==> src/rtl/package_settings.sv <==
// Shared system settings: data width of the trapezoidal filter output.
package package_settings;
  localparam int SIZE_FILTER_DATA = 16;
endpackage

==> src/rtl/trap_seq_pkg.sv <==
// Sequencer state encoding, reset-time shaping defaults and config validity rule.
package trap_seq_pkg;
  typedef enum logic [2:0] {IDLE, FLUSH, SETTLE, RUN_WAIT, RUN_PULSE} seq_state_e;

  localparam int DEF_K    = 8;
  localparam int DEF_L    = 16;
  localparam int DEF_M    = 32;
  localparam int PIPE_LAT = 6;

  function automatic logic cfg_is_valid(input int k, input int l, input int max_depth);
    return (k >= 1) && (l >= k) && (k + l <= max_depth);
  endfunction
endpackage

==> src/rtl/trap_filter_sequencer_if.sv <==
// Config handshake bus between the register block (master) and the sequencer (slave).
interface trap_filter_sequencer_if #(parameter int CW = 7);
  logic          cfg_valid;
  logic          cfg_ready;
  logic [CW-1:0] cfg_k;
  logic [CW-1:0] cfg_l;
  logic [15:0]   cfg_m;
  logic          cfg_err;

  modport master(output cfg_valid, cfg_k, cfg_l, cfg_m, input cfg_ready, cfg_err);
  modport slave (input cfg_valid, cfg_k, cfg_l, cfg_m, output cfg_ready, cfg_err);
endinterface

==> src/rtl/trap_peak_detector.sv <==
// Threshold qualifier: tracks max/width of each pulse and strobes one report per pulse.
// Optional PILEUP_REJECT_EN drops over-long pulses and counts them instead.
module trap_peak_detector import package_settings::*; #(
  parameter int DW = SIZE_FILTER_DATA
) (
  input  logic                 clk,
  input  logic                 reset,
  input  logic                 arm,
  input  logic                 track,
  input  logic                 abort,
  input  logic signed [DW-1:0] data,
  input  logic signed [DW-1:0] thr,
`ifdef PILEUP_REJECT_EN
  input  logic [15:0]          pileup_lim,
  output logic [15:0]          pileup_cnt,
`endif
  output logic                 above,
  output logic                 peak_valid,
  output logic signed [DW-1:0] peak_value,
  output logic [15:0]          peak_width
);
  logic signed [DW-1:0] max_q, held_v;
  logic [15:0]          width_q, held_w;
  logic                 fall, pileup;

  assign above = data > thr;
  assign fall  = track && !above && !abort;
`ifdef PILEUP_REJECT_EN
  assign pileup = width_q >= pileup_lim;
`else
  assign pileup = 1'b0;
`endif
  assign peak_valid = fall && !pileup;
  // Report bypasses the hold registers so the strobe cycle already shows the new pulse.
  assign peak_value = peak_valid ? max_q   : held_v;
  assign peak_width = peak_valid ? width_q : held_w;

  always_ff @(posedge clk) begin
    if (reset) begin
      max_q   <= '0;
      width_q <= '0;
      held_v  <= '0;
      held_w  <= '0;
    end else begin
      if (arm && above && !abort) begin
        max_q   <= data;
        width_q <= 16'd1;
      end else if (track && above && !abort) begin
        if (data > max_q) max_q <= data;
        if (width_q != 16'hFFFF) width_q <= width_q + 16'd1;
      end
      if (peak_valid) begin
        held_v <= max_q;
        held_w <= width_q;
      end
    end
  end

`ifdef PILEUP_REJECT_EN
  always_ff @(posedge clk) begin
    if (reset) pileup_cnt <= '0;
    else if (fall && pileup && pileup_cnt != 16'hFFFF) pileup_cnt <= pileup_cnt + 16'd1;
  end
`endif
endmodule

==> src/rtl/trap_filter_sequencer.sv <==
// Applies runtime k/l/M to the trapezoidal filter and gates its output behind a
// clear/settle sequence; optional PILEUP_REJECT_EN adds pileup rejection.
module trap_filter_sequencer import package_settings::*; #(
  parameter int MAX_DEPTH    = 64,
  parameter int PIPE_LAT     = trap_seq_pkg::PIPE_LAT,
  parameter int FLUSH_CYCLES = 4,
  parameter int DEF_K        = trap_seq_pkg::DEF_K,
  parameter int DEF_L        = trap_seq_pkg::DEF_L,
  parameter int DEF_M        = trap_seq_pkg::DEF_M,
  parameter int CW           = $clog2(MAX_DEPTH + 1)
) (
  input  logic                               clk,
  input  logic                               reset,
  input  logic                               enable,
  trap_filter_sequencer_if.slave             cfg,
  input  logic signed [SIZE_FILTER_DATA-1:0] thr,
  output logic                               filt_clear,
  output logic                               filt_en,
  output logic [CW-1:0]                      act_k,
  output logic [CW-1:0]                      act_l,
  output logic [15:0]                        act_m,
  input  logic signed [SIZE_FILTER_DATA-1:0] filt_data,
  output logic                               data_valid,
`ifdef PILEUP_REJECT_EN
  output logic [15:0]                        pileup_cnt,
`endif
  output logic                               peak_valid,
  output logic signed [SIZE_FILTER_DATA-1:0] peak_value,
  output logic [15:0]                        peak_width
);
  import trap_seq_pkg::*;

  localparam int CNTW = $clog2(2 * MAX_DEPTH + PIPE_LAT + FLUSH_CYCLES + 1);

  seq_state_e      state, next;
  logic [CNTW-1:0] cnt, settle_last;
  logic            cfg_fire, cfg_good, above, abort;

  assign cfg.cfg_ready = (state == IDLE) || (state == RUN_WAIT);
  assign cfg_fire      = cfg.cfg_valid && cfg.cfg_ready;
  assign cfg_good      = cfg_is_valid(int'(cfg.cfg_k), int'(cfg.cfg_l), MAX_DEPTH);
  // Settle covers the full delay line plus the filter pipeline for the active config.
  assign settle_last   = CNTW'(act_k) + CNTW'(act_l) + CNTW'(PIPE_LAT - 1);

  assign filt_clear = (state == IDLE) || (state == FLUSH);
  assign filt_en    = (state != IDLE);
  assign data_valid = (state == RUN_WAIT) || (state == RUN_PULSE);
  assign abort      = !enable || (cfg_fire && cfg_good);

  always_comb begin
    next = state;
    case (state)
      IDLE:      if (enable) next = FLUSH;
      FLUSH:     if (cnt == CNTW'(FLUSH_CYCLES - 1)) next = SETTLE;
      SETTLE:    if (cnt == settle_last) next = RUN_WAIT;
      RUN_WAIT:  if (cfg_fire && cfg_good) next = FLUSH;
                 else if (above) next = RUN_PULSE;
      RUN_PULSE: if (!above) next = RUN_WAIT;
      default:   next = IDLE;
    endcase
    if (!enable) next = IDLE;
  end

  always_ff @(posedge clk) begin
    if (reset) begin
      state <= IDLE;
      cnt   <= '0;
    end else begin
      state <= next;
      if (next != state) cnt <= '0;
      else if (state == FLUSH || state == SETTLE) cnt <= cnt + 1'b1;
    end
  end

  always_ff @(posedge clk) begin
    if (reset) begin
      act_k       <= CW'(DEF_K);
      act_l       <= CW'(DEF_L);
      act_m       <= 16'(DEF_M);
      cfg.cfg_err <= 1'b0;
    end else begin
      cfg.cfg_err <= cfg_fire && !cfg_good;
      if (cfg_fire && cfg_good) begin
        act_k <= cfg.cfg_k;
        act_l <= cfg.cfg_l;
        act_m <= cfg.cfg_m;
      end
    end
  end

`ifdef PILEUP_REJECT_EN
  logic [15:0] pileup_lim;
  assign pileup_lim = (16'(act_k) + 16'(act_l)) << 1;
`endif

  trap_peak_detector #(.DW(SIZE_FILTER_DATA)) u_peak (
    .clk        (clk),
    .reset      (reset),
    .arm        (state == RUN_WAIT),
    .track      (state == RUN_PULSE),
    .abort      (abort),
    .data       (filt_data),
    .thr        (thr),
`ifdef PILEUP_REJECT_EN
    .pileup_lim (pileup_lim),
    .pileup_cnt (pileup_cnt),
`endif
    .above      (above),
    .peak_valid (peak_valid),
    .peak_value (peak_value),
    .peak_width (peak_width)
  );
endmodule

==> src/flat_wrapper.sv <==
// flat-port wrapper written by rule: the top's interface ports become plain ports
module trap_filter_sequencer_flat import package_settings::*; import trap_seq_pkg::*;
#(
  parameter int MAX_DEPTH    = 64,
  parameter int PIPE_LAT     = trap_seq_pkg::PIPE_LAT,
  parameter int FLUSH_CYCLES = 4,
  parameter int DEF_K        = trap_seq_pkg::DEF_K,
  parameter int DEF_L        = trap_seq_pkg::DEF_L,
  parameter int DEF_M        = trap_seq_pkg::DEF_M,
  parameter int CW           = $clog2(MAX_DEPTH + 1)
)
  (clk, reset, enable, thr, filt_clear, filt_en, act_k, act_l, act_m, filt_data, data_valid, peak_valid, peak_value, peak_width, cfg_cfg_valid, cfg_cfg_k, cfg_cfg_l, cfg_cfg_m, cfg_cfg_ready, cfg_cfg_err);
  trap_filter_sequencer_if #(.CW(CW)) cfg_i ();
  input  logic clk;
  input  logic reset;
  input  logic enable;
  input  logic signed [SIZE_FILTER_DATA-1:0] thr;
  output logic filt_clear;
  output logic filt_en;
  output logic [CW-1:0] act_k;
  output logic [CW-1:0] act_l;
  output logic [15:0] act_m;
  input  logic signed [SIZE_FILTER_DATA-1:0] filt_data;
  output logic data_valid;
  output logic peak_valid;
  output logic signed [SIZE_FILTER_DATA-1:0] peak_value;
  output logic [15:0] peak_width;
  input wire logic [$bits(cfg_i.cfg_valid)-1:0] cfg_cfg_valid;
  input wire logic [$bits(cfg_i.cfg_k)-1:0] cfg_cfg_k;
  input wire logic [$bits(cfg_i.cfg_l)-1:0] cfg_cfg_l;
  input wire logic [$bits(cfg_i.cfg_m)-1:0] cfg_cfg_m;
  output wire logic [$bits(cfg_i.cfg_ready)-1:0] cfg_cfg_ready;
  output wire logic [$bits(cfg_i.cfg_err)-1:0] cfg_cfg_err;
  assign cfg_i.cfg_valid = cfg_cfg_valid;
  assign cfg_i.cfg_k = cfg_cfg_k;
  assign cfg_i.cfg_l = cfg_cfg_l;
  assign cfg_i.cfg_m = cfg_cfg_m;
  assign cfg_cfg_ready = cfg_i.cfg_ready;
  assign cfg_cfg_err = cfg_i.cfg_err;
  trap_filter_sequencer #(.MAX_DEPTH(MAX_DEPTH), .PIPE_LAT(PIPE_LAT), .FLUSH_CYCLES(FLUSH_CYCLES), .DEF_K(DEF_K), .DEF_L(DEF_L), .DEF_M(DEF_M), .CW(CW)) u_core (.clk(clk), .reset(reset), .enable(enable), .cfg(cfg_i), .thr(thr), .filt_clear(filt_clear), .filt_en(filt_en), .act_k(act_k), .act_l(act_l), .act_m(act_m), .filt_data(filt_data), .data_valid(data_valid), .peak_valid(peak_valid), .peak_value(peak_value), .peak_width(peak_width));
endmodule
==> config.mk <==
export PLATFORM = sky130hd
export DESIGN_NAME = trap_filter_sequencer_flat
export DESIGN_NICKNAME = d
export VERILOG_FILES = /design/src/rtl/package_settings.sv /design/src/rtl/trap_seq_pkg.sv /design/src/rtl/trap_filter_sequencer_if.sv /design/src/rtl/trap_peak_detector.sv /design/src/rtl/trap_filter_sequencer.sv /design/src/flat_wrapper.sv
export SDC_FILE = /design/constraint.sdc
export NUM_CORES = 1
export LEC_CHECK = 0
export CAP_MARGIN = 15
export CORE_ASPECT_RATIO = 1.25
export CORE_MARGIN = 3
export CORE_UTILIZATION = 57
export DETAILED_ROUTE_END_ITERATION = 8
export PLACE_DENSITY_LB_ADDON = 0.25
export SLEW_MARGIN = 20
export SYNTH_ARGS = -nofsm -noshare
export SYNTH_HDL_FRONTEND = slang
export SYNTH_SLANG_ARGS = --single-unit
==> constraint.sdc <==
create_clock -name clk -period 6.1 [get_ports clk]
set_input_delay 1.22 -clock clk [delete_from_list [all_inputs] [get_ports clk]]
set_output_delay 1.22 -clock clk [all_outputs]
set_load 0.005 [all_outputs]
==> results of run 1 <==
## metrics by stage
step	instance area (um2)	setup WS, ps	std cells	utilization, %	power [mW]
floorplan	6750	1550	768	-	0.865
global placement	8140	445	1030	71.7	0.954
detailed placement	8140	300	1030	71.7	0.962
CTS	8450	294	1046	74.5	1.57
global route	8470	94.7	1047	74.6	1.62
finish	8470	273	1047	74.6	1.56
## worst max-delay path, stage by stage
cell and delay (ps):
sky130_fd_sc_hd__clkdlybuf4s50_1 470, sky130_fd_sc_hd__ha_1 390, sky130_fd_sc_hd__nand4_1 190, sky130_fd_sc_hd__nor4_2 380, sky130_fd_sc_hd__a21bo_2 300, sky130_fd_sc_hd__a31o_2 270, sky130_fd_sc_hd__a31oi_4 170, sky130_fd_sc_hd__buf_4 350
sky130_fd_sc_hd__mux2_1 390, sky130_fd_sc_hd__clkdlybuf4s50_1 460
## where the power goes
group / total, mW / switching [mW] / internal, mW
sequential: 0.705 / 0.00617 / 0.698
combinational: 0.245 / 0.130 / 0.115
clock: 0.608 / 0.273 / 0.335
## worst paths after layout
path | slack (ps) | end | depth (start not counted)
min reg2reg | 490 | u_core.act_m[5] | 2
min | 490 | u_core.act_m[5] | 2
max | 270 | peak_value[7] | 10
max reg2reg | 2940 | u_core.cnt[7] | 10
## layer usage
metal | wire [um] | GRT usage (%)
met5 | 0 | 0
met4 | 376 | 9.45
met3 | 1040 | 5.46
met2 | 8670 | 46.3
met1 | 6790 | 30.9
## registers in the layout, summed over array words and instances (netlist names)
register               flops
u_core.cfg.cfg_err         1
u_core.u_peak.max_q       16
u_core.cnt                 8
u_core.state               3
u_core.act_l               7
u_core.u_peak.width_q     16
u_core.act_m              16
u_core.u_peak.held_w      16
u_core.act_k               7
u_core.u_peak.held_v      16
## cells by family (layout without fill, tap and decap cells)
family	Yosys count	in the layout	synth area share (%)
AND/OR/NAND/NOR	273	273	21.3
AO/OA/AOI/OAI	127	127	13.4
flip-flops	106	106	31.4
buffers and inverters	92	214	5.92
multiplexers	81	81	12.6
adder cells (fa/ha/maj)	63	63	11.9
XOR/XNOR	26	26	3.37
## Yosys cell counts, types with 14 or more instances
| master | n |
|---|---|
| sky130_fd_sc_hd__dfxtp_1 | 106 |
| sky130_fd_sc_hd__o21ai_0 | 16 |
| sky130_fd_sc_hd__mux2i_1 | 48 |
| sky130_fd_sc_hd__nor4_1 | 20 |
| sky130_fd_sc_hd__xnor2_1 | 19 |
| sky130_fd_sc_hd__inv_1 | 57 |
| sky130_fd_sc_hd__and2_1 | 36 |
| sky130_fd_sc_hd__ha_1 | 61 |
| sky130_fd_sc_hd__clkbuf_1 | 22 |
| sky130_fd_sc_hd__nor2_1 | 54 |
| sky130_fd_sc_hd__mux2_1 | 29 |
| sky130_fd_sc_hd__nand4_1 | 18 |
| sky130_fd_sc_hd__a21oi_1 | 46 |
| sky130_fd_sc_hd__nor3_1 | 14 |
| sky130_fd_sc_hd__o221ai_1 | 16 |
| sky130_fd_sc_hd__nand3_1 | 16 |
| sky130_fd_sc_hd__nand2_1 | 63 |
## area by class of cell
class	instances	area, um2	share of cell area (%)
Inverter	57	215	2.54
Sequential cell	106	2120	25.1
Multi-Input combinational cell	570	4230	49.9
Tap cell	157	196	2.32
Timing Repair Buffer	141	1400	16.5
Clock inverter	6	71.3	0.842
Clock buffer	10	239	2.82
==> impl_metrics.prom, run 1 <==
# TYPE chip_impl_metric gauge
chip_impl_info{name="synth.area.top_cells",value="sky130_fd_sc_hd__dfxtp_1 (31%), sky130_fd_sc_hd__ha_1 (11%), sky130_fd_sc_hd__mux2i_1 (7.1%), sky130_fd_sc_hd__mux2_1 (4.8%), sky130_fd_sc_hd__nand2_1 (3.5%)"} 1
chip_impl_metric{name="max-cap-violations",unit=""} 0
chip_impl_metric{name="synth-async-reset-ratio",unit="%"} 0
chip_impl_metric{name="insertedDiodeCount",unit=""} 0
chip_impl_metric{name="initial_cell_density_of_the_core",unit="%"} 59.4
chip_impl_metric{name="finalHoldViolCount",unit=""} 0
chip_impl_metric{name="synth_cells",unit=""} 768
chip_impl_info{name="run_status",value="completed"} 1
chip_impl_metric{name="width_of_the_chip",unit="um"} 103
chip_impl_metric{name="vias_per_cell",unit=""} 5.88
chip_impl_metric{name="postSynthNetCount",unit=""} 897
chip_impl_metric{name="finalCriticalPeriod",unit="ps"} 5830
chip_impl_metric{name="setup_viol_count_final",unit=""} 0
chip_impl_metric{name="finish.net_count",unit=""} 1014
chip_impl_info{name="layout.cells.most_common",value="sky130_fd_sc_hd__clkdlybuf4s50_1"} 1
chip_impl_info{name="cell_type_with_the_largest_total_area_after_synthesis",value="sky130_fd_sc_hd__dfxtp_1"} 1
chip_impl_info{name="rsz_0062_raised_after_global_routing",value="no"} 1
chip_impl_metric{name="synth_enable_flop_cells",unit=""} 0
chip_impl_metric{name="post_detailed_route_count_of_antenna_violating_nets",unit=""} 0
chip_impl_metric{name="final.setup.tns",unit="ps"} 0
chip_impl_info{name="timing.hold.worst.class",value="flip-flop to flip-flop"} 1
chip_impl_info{name="ctsRootBufferMaster",value="sky130_fd_sc_hd__clkbuf_16"} 1
chip_impl_metric{name="routed_wl",unit="um"} 16900
chip_impl_info{name="tritoncts",value="done"} 1
chip_impl_metric{name="area_delta_synth_final",unit="%"} 25.5
chip_impl_metric{name="number_of_buffers_inserted_to_repair_setup_after_cts",unit=""} 0
chip_impl_metric{name="grt_max_degree",unit=""} 77
chip_impl_metric{name="ff_latch_count_synth",unit=""} 106
chip_impl_metric{name="slew_viol_final",unit=""} 0
chip_impl_metric{name="post_route_cells_drive_above_1_share",unit="%"} 5.39
chip_impl_info{name="ys.flop_type",value="sky130_fd_sc_hd__dfxtp_1"} 1
chip_impl_metric{name="worst-endpoint-required",unit="ps"} 4880
chip_impl_metric{name="cts_sinks",unit=""} 106
chip_impl_info{name="setup.worst_path.class",value="input pin to output port"} 1
chip_impl_metric{name="finalWeightedCongestion",unit=""} 0.908
chip_impl_metric{name="worstMarginPinSlew",unit="ps"} 970
chip_impl_metric{name="synth_largest_type_area_fraction",unit="%"} 31.4
chip_impl_metric{name="pwr_density_cell",unit="nW/um2"} 184
chip_impl_metric{name="routed_wire_length_per_instance",unit="um"} 16.1
chip_impl_metric{name="place_hpwl",unit="um"} 12700
chip_impl_metric{name="worst_ir_drop_vdd",unit="mV"} 0.196
chip_impl_metric{name="clk_pin_slew_worst_paths",unit="ps"} 70
chip_impl_metric{name="synthDistinctLibCells",unit=""} 67
chip_impl_metric{name="cts_hold_buf",unit=""} 0
chip_impl_metric{name="maxSlewHeadroom",unit="%"} 35.4
chip_impl_metric{name="fmaxAchievable",unit="GHz"} 0.172
chip_impl_metric{name="total_leakage_power",unit="nW"} 3.28
chip_impl_metric{name="buffer_ports.inserted",unit=""} 133
chip_impl_metric{name="grt_pass1_wl",unit="um"} 28500
chip_impl_metric{name="max-clock-path-buffers",unit=""} 2
chip_impl_metric{name="finalCritPeriodShare",unit="%"} 95.5
chip_impl_info{name="mostFrequentLayoutCells",value="sky130_fd_sc_hd__clkdlybuf4s50_1 (133), sky130_fd_sc_hd__dfxtp_1 (106), sky130_fd_sc_hd__nand2_1 (63)"} 1
chip_impl_metric{name="initial_drc_count",unit=""} 337
chip_impl_info{name="worst_hold_startpoint",value="u_core.act_m[5]"} 1
chip_impl_metric{name="core_region_area",unit="um2"} 11400
chip_impl_metric{name="synth.avg_cell_area",unit="um2"} 8.79
chip_impl_metric{name="timing.critical_path.arrival",unit="ps"} 4610
chip_impl_metric{name="number_of_buffers_inserted_during_clock_tree_synthesis",unit=""} 9
chip_impl_metric{name="post_cts_resized",unit=""} 0
chip_impl_info{name="timing.critical_path.to_type",value="output port"} 1
chip_impl_metric{name="synthesis.area",unit="um2"} 6750
chip_impl_metric{name="dieHeight",unit="um"} 128
chip_impl_metric{name="fillerInstances",unit=""} 831
chip_impl_metric{name="worst_clock_skew",unit="ps"} 10.9
chip_impl_metric{name="vias_after_detailed_routing",unit=""} 6157
chip_impl_info{name="reg2reg_from",value="u_core.act_k[1]"} 1
chip_impl_metric{name="grt.overflow.total",unit=""} 0
chip_impl_metric{name="num_io_pins",unit=""} 134
chip_impl_metric{name="dieArea",unit="um2"} 13200
chip_impl_metric{name="grt_pass1_vias",unit=""} 6333
chip_impl_metric{name="seq_area_frac_synth",unit="%"} 31.4
chip_impl_metric{name="cts_htree_levels",unit=""} 3
chip_impl_metric{name="clock_latency_on_the_worst_skew_pair",unit="ps"} 350
chip_impl_info{name="worstSetupStartpoint",value="filt_data[15]"} 1
chip_impl_metric{name="drc",unit=""} 0
chip_impl_metric{name="ys.warnings.count",unit=""} 0
chip_impl_metric{name="grt.total_usage",unit="%"} 26.3
chip_impl_metric{name="number_of_antenna_violations_at_the_first_check_in_global_routing",unit=""} 0
chip_impl_metric{name="final.hold.worst_slack",unit="ps"} 486
chip_impl_metric{name="timing.critical_path.fanout_max",unit=""} 25
chip_impl_metric{name="fp-row-count",unit=""} 43
chip_impl_info{name="critical_path.startpoint_type",value="input pin"} 1
chip_impl_metric{name="detail_route.first_pass.iterations",unit=""} 5
No activity file was read; power rests on OpenSTA's default activity.
==> run 2: changes to the inputs <==
--- a/config.mk
+++ b/config.mk
@@ -9,6 +9,7 @@
 export CORE_ASPECT_RATIO = 1.25
 export CORE_MARGIN = 3
 export CORE_UTILIZATION = 57
+export CTS_CLUSTER_DIAMETER = 150
 export DETAILED_ROUTE_END_ITERATION = 8
 export PLACE_DENSITY_LB_ADDON = 0.25
 export SLEW_MARGIN = 20
==> results of run 2 <==
The final DEF is identical to that of run 1; final timing and power are the same.
